$ cat src/rtl/wb_rr_arbiter.sv
// Round-robin arbiter sharing one classic Wishbone slave between up to four masters.
// A grant is held for the whole CYC; a watchdog turns a missing ACK into an error pulse.
module wb_rr_arbiter #(
   parameter int NUM_MASTERS    = 2,
   parameter int ADDR_WIDTH     = 32,
   parameter int DATA_WIDTH     = 32,
   parameter int TIMEOUT_CYCLES = 256
) (
   input  logic                                 wb_clk,
   input  logic                                 wb_rst,
   input  logic [NUM_MASTERS-1:0]               m_cyc_i,
   input  logic [NUM_MASTERS-1:0]               m_stb_i,
   input  logic [NUM_MASTERS-1:0]               m_we_i,
   input  logic [NUM_MASTERS*ADDR_WIDTH-1:0]    m_adr_i,
   input  logic [NUM_MASTERS*DATA_WIDTH-1:0]    m_dat_i,
   input  logic [NUM_MASTERS*(DATA_WIDTH/8)-1:0] m_sel_i,
   output logic [DATA_WIDTH-1:0]                m_dat_o,
   output logic [NUM_MASTERS-1:0]               m_ack_o,
   output logic [NUM_MASTERS-1:0]               m_err_o,
   output logic                                 s_cyc_o,
   output logic                                 s_stb_o,
   output logic                                 s_we_o,
   output logic [ADDR_WIDTH-1:0]                s_adr_o,
   output logic [DATA_WIDTH-1:0]                s_dat_o,
   output logic [(DATA_WIDTH/8)-1:0]            s_sel_o,
   input  logic [DATA_WIDTH-1:0]                s_dat_i,
   input  logic                                 s_ack_i,
   output logic [NUM_MASTERS-1:0]               grant_o,
   output logic                                 busy_o
);

   localparam int SEL_WIDTH = DATA_WIDTH / 8;
   localparam int PTR_W     = (NUM_MASTERS > 2) ? 2 : 1;
   localparam int WD_W      = (TIMEOUT_CYCLES > 1) ? $clog2(TIMEOUT_CYCLES + 1) : 1;

   typedef enum logic {IDLE, BUSY} state_t;

   state_t                 state_q, state_d;
   logic [NUM_MASTERS-1:0] grant_q, grant_d;
   logic [NUM_MASTERS-1:0] err_q, err_d;
   logic [PTR_W-1:0]       ptr_q, ptr_d;
   logic [WD_W-1:0]        wdog_q, wdog_d;

   logic [NUM_MASTERS-1:0] pick_oh;
   int                     best_off;
   logic                   busy;
   logic                   g_cyc, g_stb, g_we;
   logic [ADDR_WIDTH-1:0]  g_adr;
   logic [DATA_WIDTH-1:0]  g_dat;
   logic [SEL_WIDTH-1:0]   g_sel;
   logic [PTR_W-1:0]       rel_ptr;

   // Winner is the requester with the smallest distance above the pointer.
   always_comb begin : rr_pick
      pick_oh  = '0;
      best_off = NUM_MASTERS;
      for (int j = 0; j < NUM_MASTERS; j++) begin
         if (m_cyc_i[j] && ((j + NUM_MASTERS - int'(ptr_q)) % NUM_MASTERS) < best_off) begin
            best_off   = (j + NUM_MASTERS - int'(ptr_q)) % NUM_MASTERS;
            pick_oh    = '0;
            pick_oh[j] = 1'b1;
         end
      end
   end

   // Grant is one-hot, so an AND-OR select is enough for the slave mux.
   always_comb begin : slave_mux
      g_cyc   = 1'b0;
      g_stb   = 1'b0;
      g_we    = 1'b0;
      g_adr   = '0;
      g_dat   = '0;
      g_sel   = '0;
      rel_ptr = '0;
      for (int j = 0; j < NUM_MASTERS; j++) begin
         if (grant_q[j]) begin
            g_cyc   = m_cyc_i[j];
            g_stb   = m_stb_i[j];
            g_we    = m_we_i[j];
            g_adr   = m_adr_i[j*ADDR_WIDTH +: ADDR_WIDTH];
            g_dat   = m_dat_i[j*DATA_WIDTH +: DATA_WIDTH];
            g_sel   = m_sel_i[j*SEL_WIDTH +: SEL_WIDTH];
            rel_ptr = PTR_W'((j + 1) % NUM_MASTERS);
         end
      end
   end

   always_comb begin : next_state
      // NOTE: every _d gets a default before any branch, so no path leaves it unassigned and no latch is inferred.
      state_d = state_q;
      grant_d = grant_q;
      ptr_d   = ptr_q;
      wdog_d  = '0;
      err_d   = '0;
      case (state_q)
         IDLE: begin
            if (|m_cyc_i) begin
               state_d = BUSY;
               grant_d = pick_oh;
            end
         end
         BUSY: begin
            if (!g_cyc) begin
               state_d = IDLE;
               grant_d = '0;
               ptr_d   = rel_ptr;
            end else if (TIMEOUT_CYCLES != 0 && g_stb && !s_ack_i && !(|err_q)) begin
               // An ACK in the expiry cycle lands in the else-path above and wins.
               if (wdog_q == WD_W'(TIMEOUT_CYCLES - 1)) err_d = grant_q;
               else                                     wdog_d = wdog_q + 1'b1;
            end
         end
         default: state_d = IDLE;
      endcase
   end

   // NOTE: async reset in the sensitivity list and <= for every register so all state updates see pre-edge values.
   always_ff @(posedge wb_clk or posedge wb_rst) begin
      if (wb_rst) begin
         state_q <= IDLE;
         grant_q <= '0;
         err_q   <= '0;
         ptr_q   <= '0;
         wdog_q  <= '0;
      end else begin
         state_q <= state_d;
         grant_q <= grant_d;
         err_q   <= err_d;
         ptr_q   <= ptr_d;
         wdog_q  <= wdog_d;
      end
   end

   assign busy    = (state_q == BUSY);
   assign busy_o  = busy;
   assign grant_o = grant_q;
   assign m_err_o = err_q;
   assign m_dat_o = s_dat_i;
   assign m_ack_o = busy ? (grant_q & {NUM_MASTERS{s_ack_i}}) : '0;

   assign s_cyc_o = busy & g_cyc;
   assign s_stb_o = busy & g_stb & ~(|err_q);
   assign s_we_o  = busy & g_we;
   assign s_adr_o = busy ? g_adr : '0;
   assign s_dat_o = busy ? g_dat : '0;
   assign s_sel_o = busy ? g_sel : '0;

endmodule

$ cat config.mk
export PLATFORM = sky130hd
export DESIGN_NAME = wb_rr_arbiter
export DESIGN_NICKNAME = d
export VERILOG_FILES = /design/src/rtl/wb_rr_arbiter.sv
export SDC_FILE = /design/constraint.sdc
export NUM_CORES = 1
export LEC_CHECK = 0
export BUFFER_PORTS_ARGS = -buffer_cell sky130_fd_sc_hd__buf_4
export CAP_MARGIN = 25
export CELL_PAD_IN_SITES_DETAIL_PLACEMENT = 0
export CELL_PAD_IN_SITES_GLOBAL_PLACEMENT = 1
export CORE_AREA = 2 2 112 114
export DETAILED_ROUTE_END_ITERATION = 7
export DIE_AREA = 0 0 114 116
export GPL_TIMING_DRIVEN = 0
export PLACE_DENSITY = 0.82
export SETUP_SLACK_MARGIN = 0.5
export SLEW_MARGIN = 20
export SYNTH_ARGS = -nofsm -noshare
export SYNTH_HDL_FRONTEND = slang
export SYNTH_SLANG_ARGS = --single-unit
$ cat constraint.sdc
create_clock -name wb_clk -period 2.7 [get_ports wb_clk]
set_clock_uncertainty 0.1 [all_clocks]
set_input_delay 0.81 -clock wb_clk [delete_from_list [all_inputs] [get_ports wb_clk]]
set_output_delay 0.81 -clock wb_clk [all_outputs]
set_load 0.01 [all_outputs]
; Yosys cells after proc, flatten, opt, wreduce, memory -nomap -nowiden
; Index checks and enable logic that the tools add are counted.
[word_totals]
output_inout_bits = 110
register_bits = 15
word_cells = 68
input_bits = 177
[classes]
order_cmp = 2
n_reduce_logical = 10
n_eq_ne = 3
muxes = 35
bitwise_logic = 10
add_sub_neg = 3
[op_table]
columns = operator, n
row1 = 32-bit two-way mux, 7
row2 = 9-bit two-way mux, 4
row3 = 2-bit by 32-bit less-than comparator with 1-bit output, 1
row4 = 2-bit two-way mux, 8
row5 = 4-bit two-way mux, 3
row6 = 1-bit two-way mux, 11
row7 = "9-bit by 1-bit adder with 9-bit output, second input constant", 1
row8 = "9-bit by 8-bit equality test with 1-bit output, second input constant", 1
row9 = 1-bit AND, 6
row10 = "2-bit by 1-bit subtractor with 3-bit output, first input constant", 2
row11 = 1-bit logical AND, 4
row12 = "2-bit inequality test, second input constant", 2
row13 = 2-bit one-hot mux with 2 select lines, 1
row14 = 2-bit AND reduction, 2
row15 = 2-bit OR reduction, 2
row16 = "2-bit by 3-bit less-than comparator with 1-bit output, second input constant", 1
row17 = 1-bit inverter, 3
row18 = 2-bit AND, 1
row19 = 1-bit logical NOT, 2
row20 = 1-bit one-hot mux with 2 select lines, 1

; Logic depth before layout (Yosys ltp)
[logic_depth]
ltp_word = 10
depth_mapped = 6

; Worst setup path before layout
; No wires, ideal clock.
[synth_path]
path_kind = register to output
from = register grant_q[1], in the netlist grant_o[1]
to = output s_dat_o[24]
setup_slack_ns = 0.286
path_stages_with_launch = 7
path_buffers = 3
arrival_ns = 1.504
cell_sequence = dfrtp_1 > buf_2 > nand2b_1 > nor2_1 > buf_2 > buf_4 > a22o_1
[synth_via]
elab_chain_cells = 2
[synth_rtl]
columns = item, line
row1 = "start, declared", 39  ; logic [NUM_MASTERS-1:0] grant_q, grant_d;
row2 = "start signal, assigned", 127  ; grant_q <= grant_d;
row3 = 32-bit two-way mux, 76  ; if (grant_q[j]) begin
row4 = 32-bit two-way mux, 145  ; assign s_dat_o = busy ? g_dat : '0;
row5 = "end, declared", 24  ; output logic [DATA_WIDTH-1:0] s_dat_o,
; Every way passes these cells.

; Final worst setup path
[layout_path]
from = register grant_q[1], in the netlist grant_o[1]
to = output s_dat_o[25]
; The elaborated chain is that of the path after synthesis.

==> impl_metrics.ini <==
[timing]
setup_slack_ns = 0.104
tightest_slew_ns = 0.580
setup_violations = 0
hold_violations = 0
timing.fmax_mhz = 385
grt_setup_unrepaired = true
tns_ns = 0
min_period_ns = 2.60
post-route-period-util = 0.961
max_slew_margin = 0.613
drv_slew = 0

[finish]
antenna_cells = 0
final_common_cell = buf_4
nNetsFinal = 653
layout-drive-gt1-share = 0.707
final_cell_mix = buf_4 (276), a22o_1 (67), buf_6 (31)
area_delta_synth_final_pct = 161

[cts]
cts_tree = done
ctsHtreeMaxLevel = 1
cts_root_buffer = clkbuf_16
insertion_delay_ns = 0.24
cts_buffer_depth = 2
hold_buffers = 0
clock_sinks = 15
clkSlewWorstSetupHoldPaths_ns = 0.05
numCtsBuffers = 3

[power_and_ir_drop]
clock_power_share = 0.089
intPower_w = 0.00195
sw_frac_of_total = 0.377
seq_power_share = 0.092
leakagePower_nw = 2.31
combinationalPowerShare = 0.819
power_per_cell_area_nw_per_um2 = 718
peakVddDrop_mv = 0.291
power.switching_w = 0.00118

[floorplanning]
num_rows = 40
ioPinCount = 287
start_util = 0.140
die_w_um = 114
dieHeight_um = 116
dieArea_um2 = 13200
core_region_area_um2 = 11900

[yosys]
ys_seq_elements = 15
synth_cell_types = 27
synth_area_um2 = 1670
syn_inst = 196
syn-mean-instance-area_um2 = 8.52
synth_area_leader_cell = a22o_1
yosysWarnings = 0
synth_nets = 374
seq_area_frac_synth = 0.225
synth_top_area_share = 0.362
synth.area.top_cells = a22o_1 (36%), dfrtp_1 (22%), buf_4 (15%)

[route]
drcViolationCount = 0
wl_per_cell_um = 18.2
first_pass_iters = 5
drtIter0Drc = 149
vias_per_cell = 4.33
finalWirelength_mm = 11.3
detail-route-antenna-nets = 0
via_count = 2687

[grt]
antenna_found_initial = 0
grt_pass1_wl_mm = 14.6
grt_overflow = 0
grt_pass1_vias = 2445
grt_max_degree = 16
grt_usage = 0.146

[setup_path]
cp.arrival_ns = 1.69
setup.worst_path.class = reg -> out
cp.required_ns = 1.79
cp_max_fo = 6
start_kind = flip-flop
end_kind = primary output

[place]
dp_hpwl_mm = 9.34
place.gp.congestion = 0.796
portBuffers = 254
dp_slack_ns = 0.159

[min_path]
min_path_type = reg -> reg

[flow_run]
maxCapViolCount = 0

[outcome]
status = finished, final reports clean
==> cell type report <==
class                      instances  area, um^2
buffer                            49         455
inverter                           4        22.5
fill                            1201        7540
sequential                        15         377
timing repair buffer             274        2250
clock buffer                       4        78.8
tap                              147         184
multi-input combinational        128        1000
==> cells by family (layout without fill, tap and decap cells) <==
group | after synthesis | count (layout) | share of synthesized area
fa+ha+maj | 1 | 1 | 0.00749
flops | 15 | 15 | 0.225
compound gates | 82 | 82 | 0.424
simple gates | 39 | 39 | 0.114
xor+xnor | 6 | 6 | 0.0315
buf+inv | 53 | 331 | 0.198
==> registers in the layout, summed over array words and instances, names as in the netlist <==
signal and flops:
wdog_q 9, grant_o 2, m_err_o 2, busy_o 1
ptr_q 1
==> routing by layer <==
layer / track usage / up-vias / part of all wire
met5: 0 / - / 0
met4: 0.0350 / 0 / 0.015
met3: 0.0377 / 16 / 0.093
met2: 0.231 / 142 / 0.49
met1: 0.198 / 1260 / 0.41
li1: - / 1269 / -
==> cell usage after synthesis <==
cell type	count
o2bb2ai_1	1
o311a_1	1
nand2_1	10
clkbuf_1	9
xnor2_1	3
nand2b_1	2
nor3_1	1
a22o_1	69
o21ai_1	3
dfrtp_1	15
and2_1	4
buf_2	7
nor2_1	11
o21ai_0	2
and3_1	4
nor4_1	1
inv_2	1
buf_4	33
a2111oi_4	1
xor2_1	3
nand3_1	3
a32o_1	1
a21oi_1	3
nand3b_1	3
o21a_1	1
inv_1	3
ha_1	1
==> worst max-delay path, cell delays in order (launching register included) <==
cell	delay, ns
dfrtp_1	0.38
buf_6	0.13
nand2b_4	0.14
nor2_4	0.13
buf_6	0.13
buf_8	0.12
clkbuf_16	0.13
a22o_1	0.15
buf_6	0.12
==> stage by stage <==
step                cell area (um^2)  total power [W]  hold WS (ns)   util  instances
floorplan                       1730          0.00129         0.355      -        196
CTS                             4240          0.00301         0.391  0.356        616
global placement                3820          0.00231         0.372  0.320        597
finish                          4370          0.00313         0.385  0.367        621
detailed placement              3820          0.00232         0.384  0.320        597
global route                    4370          0.00331         0.422  0.367        621
==> power groups by stage <==
stage                     Combinational [W]  Sequential (W)  Clock, W
final                               0.00257        0.000287  0.000280
after floorplan                    0.000996        0.000292         0
after CTS                           0.00243        0.000286  0.000290
after global routing                0.00272        0.000290  0.000301
after detailed placement            0.00202        0.000291         0
after global placement              0.00202        0.000290         0
==> timing repair <==
| action | in CTS | in global routing |
|---|---|---|
| setup buffers | 12 | 3 |
| pin swaps | 18 | 19 |
| cloned | 3 | 2 |
| resized for setup | 52 | 16 |
| endpoints found under the setup margin | 71 | 71 |
==> final timing paths <==
kind / startpoint / end / slack (ns) / cells past startpoint
setup / recovery: grant_o[1] / s_dat_o[25] / 0.10 / 8
hold / removal: wdog_q[0] / wdog_q[0] / 0.39 / 1
setup reg to reg: grant_o[1] / wdog_q[3] / 0.84 / 6
hold reg to reg: wdog_q[0] / wdog_q[0] / 0.39 / 1
max in group asynchronous: wb_rst / grant_o[0] / 1.55 / 2
min in group asynchronous: wb_rst / wdog_q[1] / 0.54 / 2
(Power assumes the default switching activity.)
